`src/rtl/nanorv32_tcm_xbar_pkg.sv`:
```
// Shared constants and helpers for the nanorv32 TCM crossbar and its bank arbiters.
// Optional build macro: NANORV32_XBAR_RR_EN (round-robin collision arbitration).
package nanorv32_tcm_xbar_pkg;

    localparam int XBAR_M_CODE     = 0;
    localparam int XBAR_M_DATA     = 1;
    localparam int XBAR_NB_MASTERS = 2;

    typedef enum logic {
        M_CODE = 1'b0,
        M_DATA = 1'b1
    } xbar_master_e;

    function automatic int xbar_bsw(input int nb_banks);
        return (nb_banks <= 2) ? 1 : $clog2(nb_banks);
    endfunction

    // Source register must also encode the error source, one past the last bank.
    function automatic int xbar_srcw(input int nb_banks);
        return $clog2(nb_banks + 1);
    endfunction

    function automatic int xbar_err_src(input int nb_banks);
        return nb_banks;
    endfunction

endpackage

```
`src/rtl/nanorv32_xbar_bank_arb.sv`:
```
// Two-master arbiter for one TCM bank: data-first fixed priority, or a
// last-winner pointer when NANORV32_XBAR_RR_EN is defined.
module nanorv32_xbar_bank_arb
    import nanorv32_tcm_xbar_pkg::*;
(
`ifdef NANORV32_XBAR_RR_EN
    input  logic clk,
    input  logic rst_n,
`endif
    input  logic req_code,
    input  logic req_data,
    input  logic ready_nxt,
    output logic gnt_code,
    output logic gnt_data,
    output logic ack_code,
    output logic ack_data
);

    logic code_first;

`ifdef NANORV32_XBAR_RR_EN
    xbar_master_e last_r;

    assign code_first = (last_r == M_DATA);

    // Pointer only moves when a contended grant is actually taken by the bank,
    // so a stalled bank keeps the same winner until it accepts.
    always_ff @(posedge clk or negedge rst_n) begin
        if (!rst_n) begin
            last_r <= M_CODE;
        end else if (req_code && req_data && ready_nxt) begin
            last_r <= gnt_code ? M_CODE : M_DATA;
        end
    end
`else
    assign code_first = 1'b0;
`endif

    assign gnt_data = req_data & ~(req_code & code_first);
    assign gnt_code = req_code & (~req_data | code_first);
    assign ack_code = gnt_code & ready_nxt;
    assign ack_data = gnt_data & ready_nxt;

endmodule

```
`src/rtl/nanorv32_tcm_xbar.sv`:
```
// Code/data crossbar onto NB_BANKS single-port TCM banks with decode-error responses.
// Optional build macro: NANORV32_XBAR_RR_EN (round-robin collisions instead of data-first).
module nanorv32_tcm_xbar
    import nanorv32_tcm_xbar_pkg::*;
#(
    parameter int NB_BANKS     = 2,
    parameter int AW           = 13,
    parameter int BANK_SEL_LSB = 15
) (
    input  logic                   clk,
    input  logic                   rst_n,
    input  logic [31:0]            cpu_codeif_addr,
    input  logic                   cpu_codeif_req,
    output logic [31:0]            codeif_cpu_rdata,
    output logic                   codeif_cpu_early_ready,
    output logic                   codeif_cpu_ready_r,
    input  logic [31:0]            cpu_dataif_addr,
    input  logic [31:0]            cpu_dataif_wdata,
    input  logic [3:0]             cpu_dataif_bytesel,
    input  logic                   cpu_dataif_req,
    output logic [31:0]            dataif_cpu_rdata,
    output logic                   dataif_cpu_early_ready,
    output logic                   dataif_cpu_ready_r,
    output logic [NB_BANKS-1:0]    bank_en,
    output logic [NB_BANKS*AW-1:0] bank_addr,
    output logic [NB_BANKS*32-1:0] bank_din,
    output logic [NB_BANKS*4-1:0]  bank_bytesel,
    input  logic [NB_BANKS*32-1:0] bank_dout,
    input  logic [NB_BANKS-1:0]    bank_ready_nxt,
    output logic                   xbar_decerr_r
);

    localparam int BSW  = xbar_bsw(NB_BANKS);
    localparam int SRCW = xbar_srcw(NB_BANKS);
    localparam logic [SRCW-1:0] ERR_SRC = SRCW'(xbar_err_src(NB_BANKS));
    localparam logic [BSW:0]    NB_EXT  = (BSW+1)'(NB_BANKS);

    logic [31:0]                m_addr    [XBAR_NB_MASTERS];
    logic [BSW-1:0]             m_idx     [XBAR_NB_MASTERS];
    logic [AW-1:0]              m_word    [XBAR_NB_MASTERS];
    logic [SRCW-1:0]            m_src_nxt [XBAR_NB_MASTERS];
    logic [SRCW-1:0]            src_r     [XBAR_NB_MASTERS];
    logic [31:0]                m_rdata   [XBAR_NB_MASTERS];
    logic [XBAR_NB_MASTERS-1:0] m_req;
    logic [XBAR_NB_MASTERS-1:0] m_err;
    logic [XBAR_NB_MASTERS-1:0] m_early;
    logic [XBAR_NB_MASTERS-1:0] ready_r;

    logic [NB_BANKS-1:0] hit_code;
    logic [NB_BANKS-1:0] hit_data;
    logic [NB_BANKS-1:0] gnt_code;
    logic [NB_BANKS-1:0] gnt_data;
    logic [NB_BANKS-1:0] ack_code;
    logic [NB_BANKS-1:0] ack_data;

    assign m_addr[XBAR_M_CODE] = cpu_codeif_addr;
    assign m_addr[XBAR_M_DATA] = cpu_dataif_addr;
    assign m_req[XBAR_M_CODE]  = cpu_codeif_req;
    assign m_req[XBAR_M_DATA]  = cpu_dataif_req;

    // Anything outside the bank window, including high address bits, is an error
    // rather than an alias of a real bank.
    always_comb begin
        for (int m = 0; m < XBAR_NB_MASTERS; m++) begin
            m_idx[m]     = m_addr[m][BANK_SEL_LSB +: BSW];
            m_word[m]    = m_addr[m][AW+1:2];
            m_err[m]     = ({1'b0, m_idx[m]} >= NB_EXT) ||
                           ((m_addr[m] >> (BANK_SEL_LSB + BSW)) != 32'h0);
            m_src_nxt[m] = m_err[m] ? ERR_SRC : SRCW'(m_idx[m]);
        end
    end

    for (genvar b = 0; b < NB_BANKS; b++) begin : g_bank
        assign hit_code[b] = m_req[XBAR_M_CODE] & ~m_err[XBAR_M_CODE] &
                             (m_idx[XBAR_M_CODE] == BSW'(b));
        assign hit_data[b] = m_req[XBAR_M_DATA] & ~m_err[XBAR_M_DATA] &
                             (m_idx[XBAR_M_DATA] == BSW'(b));

        nanorv32_xbar_bank_arb u_arb (
`ifdef NANORV32_XBAR_RR_EN
            .clk       (clk),
            .rst_n     (rst_n),
`endif
            .req_code  (hit_code[b]),
            .req_data  (hit_data[b]),
            .ready_nxt (bank_ready_nxt[b]),
            .gnt_code  (gnt_code[b]),
            .gnt_data  (gnt_data[b]),
            .ack_code  (ack_code[b]),
            .ack_data  (ack_data[b])
        );

        assign bank_en[b]               = gnt_code[b] | gnt_data[b];
        assign bank_addr[b*AW +: AW]    = gnt_data[b] ? m_word[XBAR_M_DATA] :
                                          gnt_code[b] ? m_word[XBAR_M_CODE] : '0;
        assign bank_din[b*32 +: 32]     = gnt_data[b] ? cpu_dataif_wdata : 32'h0;
        assign bank_bytesel[b*4 +: 4]   = gnt_data[b] ? cpu_dataif_bytesel : 4'h0;
    end

    // A decode error is accepted at once so the CPU never stalls on a bad address.
    assign m_early[XBAR_M_CODE] = m_req[XBAR_M_CODE] & (m_err[XBAR_M_CODE] | (|ack_code));
    assign m_early[XBAR_M_DATA] = m_req[XBAR_M_DATA] & (m_err[XBAR_M_DATA] | (|ack_data));

    always_ff @(posedge clk or negedge rst_n) begin
        if (!rst_n) begin
            ready_r       <= '0;
            xbar_decerr_r <= 1'b0;
            for (int m = 0; m < XBAR_NB_MASTERS; m++) begin
                src_r[m] <= '0;
            end
        end else begin
            ready_r       <= m_early;
            xbar_decerr_r <= |(m_req & m_err);
            for (int m = 0; m < XBAR_NB_MASTERS; m++) begin
                src_r[m] <= m_src_nxt[m];
            end
        end
    end

    // The error source matches no bank, so it falls through to zero data.
    always_comb begin
        for (int m = 0; m < XBAR_NB_MASTERS; m++) begin
            m_rdata[m] = 32'h0;
            for (int b = 0; b < NB_BANKS; b++) begin
                if (ready_r[m] && (src_r[m] == SRCW'(b))) begin
                    m_rdata[m] = bank_dout[b*32 +: 32];
                end
            end
        end
    end

    assign codeif_cpu_early_ready = m_early[XBAR_M_CODE];
    assign dataif_cpu_early_ready = m_early[XBAR_M_DATA];
    assign codeif_cpu_ready_r     = ready_r[XBAR_M_CODE];
    assign dataif_cpu_ready_r     = ready_r[XBAR_M_DATA];
    assign codeif_cpu_rdata       = m_rdata[XBAR_M_CODE];
    assign dataif_cpu_rdata       = m_rdata[XBAR_M_DATA];

endmodule

```
`config.mk`:
```
export PLATFORM = sky130hd
export DESIGN_NAME = nanorv32_tcm_xbar
export DESIGN_NICKNAME = d
export VERILOG_FILES = /design/src/rtl/nanorv32_tcm_xbar_pkg.sv /design/src/rtl/nanorv32_xbar_bank_arb.sv /design/src/rtl/nanorv32_tcm_xbar.sv
export SDC_FILE = /design/constraint.sdc
export NUM_CORES = 1
export LEC_CHECK = 0
export CAP_MARGIN = 20
export CORE_AREA = 2 2 131 133
export CTS_CLUSTER_DIAMETER = 120
export DETAILED_ROUTE_END_ITERATION = 8
export DIE_AREA = 0 0 133 135
export DONT_BUFFER_PORTS = 1
export PLACE_DENSITY_LB_ADDON = 0.3
export SLEW_MARGIN = 0
export SYNTH_ARGS = -nofsm -noshare
export SYNTH_HDL_FRONTEND = slang
export SYNTH_SLANG_ARGS = --single-unit
```
`constraint.sdc`:
```
create_clock -name clk -period 1.5 [get_ports clk]
set_input_delay 0.15 -clock clk [delete_from_list [all_inputs] [get_ports clk]]
set_output_delay 0.15 -clock clk [all_outputs]
set_load 0.02 [all_outputs]
```
# [After elaboration in Yosys (flattened, before gate mapping)]
# Index checks and enable logic that the tools add are counted.
[totals] regBits=7 word_cells=56 in_bits=170
[classes] eq_ne=2 n_reduce_logical=11 n_mux=14 bitwise=25
[op_table] op="$mux 32" count=6
[op_table] op="$reduce_bool 32->1" count=2
[op_table] op="$mux 13" count=4
[op_table] op="$and 1x1->1" count=14
[op_table] op="$mux 4" count=2
[op_table] op="$not 1->1" count=6
[op_table] op="$reduce_or 2->1" count=3
[op_table] op="$eq 2x1->1 const B" count=2
[op_table] op="$logic_and 1x1->1" count=4
[op_table] op="$logic_not 2->1" count=2
[op_table] op="$mux 2" count=2
[op_table] op="$or 1x1->1" count=4
[op_table] op="$and 2x2->2" count=1

# [Depth between registers and ports, before layout]
# Gate-level depths: netlist of run 1.
[logic_depth] ltp_word=10 depth_mapped=5 ltp_nobuf=4

# [Cells and area by module]
# Synthesis of run 1 repeated with hierarchy kept, for this count alone.
[unflattened] hier_cells=261 hier_area_um2=1844.3
[modules_own_cells] module="nanorv32_tcm_xbar" cells_per_inst=253 area_each_um2=1776.7 n_inst=1 seq_area_each_um2=175.2
[modules_own_cells] module="nanorv32_xbar_bank_arb" cells_per_inst=4 area_each_um2=33.8 n_inst=2 seq_area_each_um2=0.0

# [Worst setup path before layout of run 1]
# OpenSTA, ideal clock, no wires.
[synth_timing] path_type="register to output" startpoint="register ready_r[0]" endpoint="output codeif_cpu_rdata[10]" stages_incl_launch_ff=4 n_path_buf=1 setup_slack_ps=-91 required_time_ps=1350 arrival_ps=1441 path_cell_list="dfrtp_1 > nor3b_1 > clkbuf_1 > a22o_1"
[synth_via] elab_chain_cells=3
[synth_lines] item="start, declared" line_no="nanorv32_tcm_xbar.sv:47" text="logic [XBAR_NB_MASTERS-1:0] ready_r;"
[synth_lines] item="start signal, assigned" line_no="nanorv32_tcm_xbar.sv:112" text="ready_r <= m_early;"
[synth_lines] item="$logic_and 1x1->1" line_no="nanorv32_tcm_xbar.sv:125" text="if (ready_r[m] && (src_r[m] == SRCW'(b))) begin"
[synth_lines] item="$mux 32" line_no="nanorv32_tcm_xbar.sv:125"
[synth_lines] item="$mux 32 (*)" line_no="nanorv32_tcm_xbar.sv:125"
[synth_lines] item="end, declared" line_no="nanorv32_tcm_xbar.sv:14" text="output logic [31:0] codeif_cpu_rdata,"
# Every way passes the cells marked *; elsewhere a longest branch is shown, timed or not.

# [Worst setup path in the final report of run 1]
[layout_timing] startpoint="register ready_r[0]" endpoint="output codeif_cpu_rdata[23]"
# The elaborated chain is that of the path after synthesis.

==> run metrics, run 1 <==
Post-synth top flop=dfrtp_1; Final Hold Fails=0; initial antenna violation count=0; post-route cell area=3770 um2; die height=135 um; crit path max-delay cell type=dfrtp_1; FF+latch count, synth=7; Crit Path Class=reg -> out; status=finished, violations left; synthesized netlist cell count=257; PD cells=198 nW/um2; drt drc=0; root buf cell=clkbuf_16; worst-path maximum fanout=16; WL per Instance=26.2 um; post-route ant nets=0; grt ovf=0; max incr delay on CP=0.38 ns; Netlist cell types=28; post-detail-place hpwl=9.26 mm; Min-Delay Endpoint=src_r[2]$_DFF_PN0_; Async S/R FF share, synth=100%; die area=18,000 um2; failing checks=negative setup slack; sequential cell area fraction in the yosys report=9.20%; Max-slew headroom=80.7%; CP Capture Type=output pin; RSZ-0062 raised after global routing=yes; FP Rows=47; Final Slew Violations=0; fmax=622 MHz; vias in the first global route=2,515; Cell Area, Synth=1900 um2; delay-heaviest family, CP=buffers and inverters; initial drt markers=70; Critical Path AT=1.46 ns; clk sink count=7; CORE AREA=16,400 um2; drt total wl=13.5 mm; PnR worst setup slack=-0.109 ns; Placed Area=2460 um2; Worst Setup SP=ready_r[0]$_DFF_PN0_; GPL Wtd Cong=0.812; die width=133 um; Tcrit/Tclk final=107%; EDFF count, synth=0; ant diodes=0; worst hold-check path type=in -> reg; Hold Path Stages=1; final core utilization=23.0%; nets=467; Leak Pwr=1.49 nW; Least-Margin Pin Slew=0.288 ns; pin count of the biggest net entering global routing=33; peak supply drop=0.199 mV; crit path cell chain=nor3b_4 -> buf_4 -> buf_12 -> a22o_1 -> buf_6; clk buf depth=2; Avg Vias per Cell=4.94; Yosys warnings=0; CP bufs+invs=3; P&R area growth vs syn=98.0%; commonest non-fill, non-tap cell in the layout=and2_4; Post-Syn Nets=427; Tot GR Track Use=11.5%; first-pass GRT wire length=15.5 mm; Avg Inst Size Synth=7.40 um2; First-pass DRT Iterations=4; PortBufs=0; TritonCTS clock tree=built; H-Tree Depth=1; CTS Buf Count=3; CP required=1.35 ns; filler cell count=1,735; maxcap violations=0; vias=2,550; Clk pin slew, worst setup/hold paths=0.03 ns; crit path time final=1.61 ns; initial core utilization=11.6%; FF/Latch Area=175 um2; crit path launch type=flip-flop; I/O Pins=339; share of cells above drive strength 1=78.0%; area of the multi-input gates=2410 um2; most frequent cells in the layout=58 x and2_4, 25 x a22o_2, 25 x a22o_4, 25 x buf_4, 20 x buf_6; setup violators final=89; min-delay src=cpu_codeif_addr[15]
[report_power, final]
group / leakage [nW] / internal (mW) / total [mW] / switching, mW
Clock: 0.0382 / 0.353 / 0.448 / 0.0946
Combinational: 1.37 / 0.0471 / 0.0982 / 0.0511
Sequential: 0.0784 / 0.195 / 0.200 / 0.00480
[metrics by stage]
| stage | TNS (ns) | cells | setup slack, ns | power [mW] | hold slack (ns) |
|---|---|---|---|---|---|
| floorplan | -0.0435 | 257 | -0.00483 | 0.244 | -0.146 |
| global placement | -8.43 | 489 | -0.146 | 0.268 | -0.145 |
| detailed placement | -13.46 | 489 | -0.185 | 0.269 | -0.145 |
| CTS | -3.81 | 504 | -0.0801 | 0.737 | 0.0513 |
| global route | -9.57 | 516 | -0.136 | 0.776 | 0.0697 |
| finish | -2.57 | 516 | -0.109 | 0.745 | 0.0513 |
[how the worst max path moves through the flow]
stage	end	slack [ns]	depth (start not counted)
final	codeif_cpu_rdata[23]	-0.11	5
after global routing	codeif_cpu_rdata[23]	-0.14	4
after CTS	codeif_cpu_early_ready	-0.08	7
after detailed placement	bank_addr[25]	-0.18	7
after global placement	bank_addr[25]	-0.15	6
after floorplan	bank_addr[10]	-0.005	5
[synthesized netlist by cell type (3+ instances only)]
library cell	count	area, um2
and3_1	3	18.8
a32o_1	6	60.1
and2_1	74	463
clkbuf_1	18	67.6
dfrtp_1	7	175
buf_4	3	22.5
nor4_1	7	43.8
nand3_1	4	20.0
o21ai_0	22	110
o2bb2ai_1	20	175
inv_1	3	11.3
nand2_1	3	11.3
a22o_1	64	561
clkbuf_2	6	30.0
[state kept, by name, indices dropped and copies added (netlist names)]
| name | count |
|---|---|
| src_r | 4 |
| ready_r | 2 |
| xbar_decerr_r | 1 |
[logic make-up after synthesis]
kind of cell	count (synthesis)	share of synthesized area, %
simple gates	103	34.6
mux	1	0.526
buf+inv	32	7.36
compound gates	114	48.3
flops	7	9.20
[cell type report]
cell class	instances	area share, %
tap	220	7.30
multi-input combinational	218	63.9
timing repair buffer	64	21.8
inverter	3	0.299
sequential	7	4.65
clock buffer	4	2.09
[routing by layer]
metal	global-route usage, %	routed length [um]	vias to the layer above
li1	-	-	1081
met1	11.0	4240	1219
met2	22.8	7560	219
met3	3.72	1270	31
met4	4.54	464	0
met5	0	0	-
[timing repair]
item                                   4_1_cts  5_1_grt
endpoints found under the hold margin        7        0
gates resized for setup                    184      103
hold buffers                                 1        0
setup buffers                                6        6
gates cloned                                 4        7
setup endpoints to repair                  163      159
pin swaps                                   20       36
Note: power is estimated with default switching activity, not from simulation.
==> inputs of run 2 (changes only) <==
CELL_PAD_IN_SITES_DETAIL_PLACEMENT = 1   (was not set)
CELL_PAD_IN_SITES_GLOBAL_PLACEMENT = 2   (was not set)
CORE_AREA = 2 2 132 134   (was 2 2 131 133)
DIE_AREA = 0 0 134 136   (was 0 0 133 135)
==> run 2 against run 1 <==
Compared with the run above: the flow still finishes with violations (negative setup slack); first-iteration DRC count decreased by 49%; clock-buffer cell count unchanged; non-clock buffer count grew 12; via count grew 2.2%; total power is 2.0% lower; critical endpoint is now dataif_cpu_rdata[9].
==> run metrics, run 2 (synthesis gave the netlist of run 1 again) <==
status=finished, violations left; failing checks=negative setup slack; FF/Latch Area=175 um2; Tot GR Track Use=11.7%; drt total wl=13.7 mm; CTS Buf Count=3; peak supply drop=0.228 mV; Leak Pwr=1.59 nW; post-route ant nets=0; P&R area growth vs syn=99.6%; Clk pwr share=61.4%; PortBufs=0; pin count of the biggest net entering global routing=33; Tcrit/Tclk final=108%; PnR worst setup slack=-0.124 ns; Largest regs=src_r x4, ready_r x2, xbar_decerr_r x1; Most flops, register=src_r; Crit Path Class=reg -> out; filler cell count=1,897; worst hold-check path type=in -> reg; initial core utilization=11.3%; area of the multi-input gates=2340 um2; PD cells=192 nW/um2; total power draw=0.730 mW; vias in the first global route=2,757; max FFs per register=4; Comb pwr share=11.2%; clk buf depth=2; sw power=0.141 mW; grt ovf=0; maxcap violations=0; CP required=1.35 ns; root buf cell=clkbuf_16; ant diodes=0; nets=479; commonest non-fill, non-tap cell in the layout=and2_4; I/O Pins=339; CORE AREA=16,900 um2; Final Slew Violations=0; setup violators final=91; Clk pin slew, worst setup/hold paths=0.03 ns; Int Power=0.589 mW; First-pass DRT Iterations=6; initial drt markers=36; first-pass GRT wire length=16.3 mm; drt drc=0; die area=18,200 um2; hold_ws=0.0542 ns; H-Tree Depth=1; post-detail-place hpwl=9.21 mm; WL per Instance=25.7 um; RSZ-0062 raised after global routing=yes; fmax=616 MHz; CP Capture Type=output pin; FP Rows=48; min-delay src=cpu_codeif_addr[15]; worst-path maximum fanout=32; GPL Wtd Cong=0.761; Flop pwr share=27.3%; TNS Setup=-3.58 ns; Least-Margin Pin Slew=0.609 ns; Avg Vias per Cell=4.89; TritonCTS clock tree=built; vias=2,607; clk sink count=7; crit path time final=1.62 ns; Max-slew headroom=59.4%; die width=134 um; Final Hold Fails=0; die height=136 um; most frequent cells in the layout=48 x and2_4, 37 x a22o_4, 31 x buf_6; Worst Setup SP=src_r[1]$_DFF_PN0_; Critical Path AT=1.47 ns; initial antenna violation count=0; switching share of power=19.3%; share of cells above drive strength 1=76.6%; crit path launch type=flip-flop
run 2: cell type report:
cell class              count  share of cell area [%]
inverters                   3                   0.296
flip-flops and latches      7                    4.61
well taps                 225                    7.41
repair buffers             76                    24.1
clock buffers               4                    2.08
multi-input cells         218                    61.5
run 2: stage by stage:
| step | util, % | setup WS, ns | instance area, um2 | std cells |
|---|---|---|---|---|
| after floorplan | - | -0.00483 | 1920 | 257 |
| after global placement | 15.2 | -0.112 | 2560 | 505 |
| after detailed placement | 15.2 | -0.135 | 2560 | 505 |
| after CTS | 19.3 | -0.114 | 3260 | 517 |
| after global routing | 22.5 | -0.158 | 3800 | 533 |
| final | 22.5 | -0.124 | 3800 | 533 |
run 2: worst paths after layout:
| kind | endpoint | slack (ns) | cells after the start |
|---|---|---|---|
| min | src_r[2]$_DFF_PN0_ | 0.05 | 1 |
| min in group asynchronous | xbar_decerr_r$_DFF_PN0_ | 0.24 | 1 |
| max in group asynchronous | src_r[2]$_DFF_PN0_ | 1.04 | 1 |
| max | dataif_cpu_rdata[9] | -0.12 | 4 |
run 2: per-layer routing:
layer	vias to the layer above	track usage (%)	part of all wire [%]
met1	1276	11.4	33
met3	12	2.01	8.4
met5	-	0	0
li1	1094	-	-
met4	0	3.90	1.7
met2	225	24.6	57
run 2: power by group through the flow:
| stage | logic [mW] | clock network [mW] | registers, mW |
|---|---|---|---|
| after floorplan | 0.0385 | 0 | 0.205 |
| after global placement | 0.0593 | 0 | 0.202 |
| after detailed placement | 0.0606 | 0 | 0.202 |
| after CTS | 0.0739 | 0.453 | 0.200 |
| after global routing | 0.0893 | 0.477 | 0.200 |
| final | 0.0821 | 0.448 | 0.200 |
run 2: worst max-delay path: stages (launching register included):
cell and delay [ns]:
dfrtp_1 0.39, and3b_2 0.27, buf_12 0.21, a22o_1 0.22
buf_6 0.14
run 2: timing repair:
item                                    in CTS  in global routing
hold buffers                                 1                  0
buffers inserted                             3                 12
gates resized for setup                    147                130
hold endpoints to repair                     7                  0
pin swaps                                    8                 74
endpoints found under the setup margin     163                164
cloned                                       4                  7
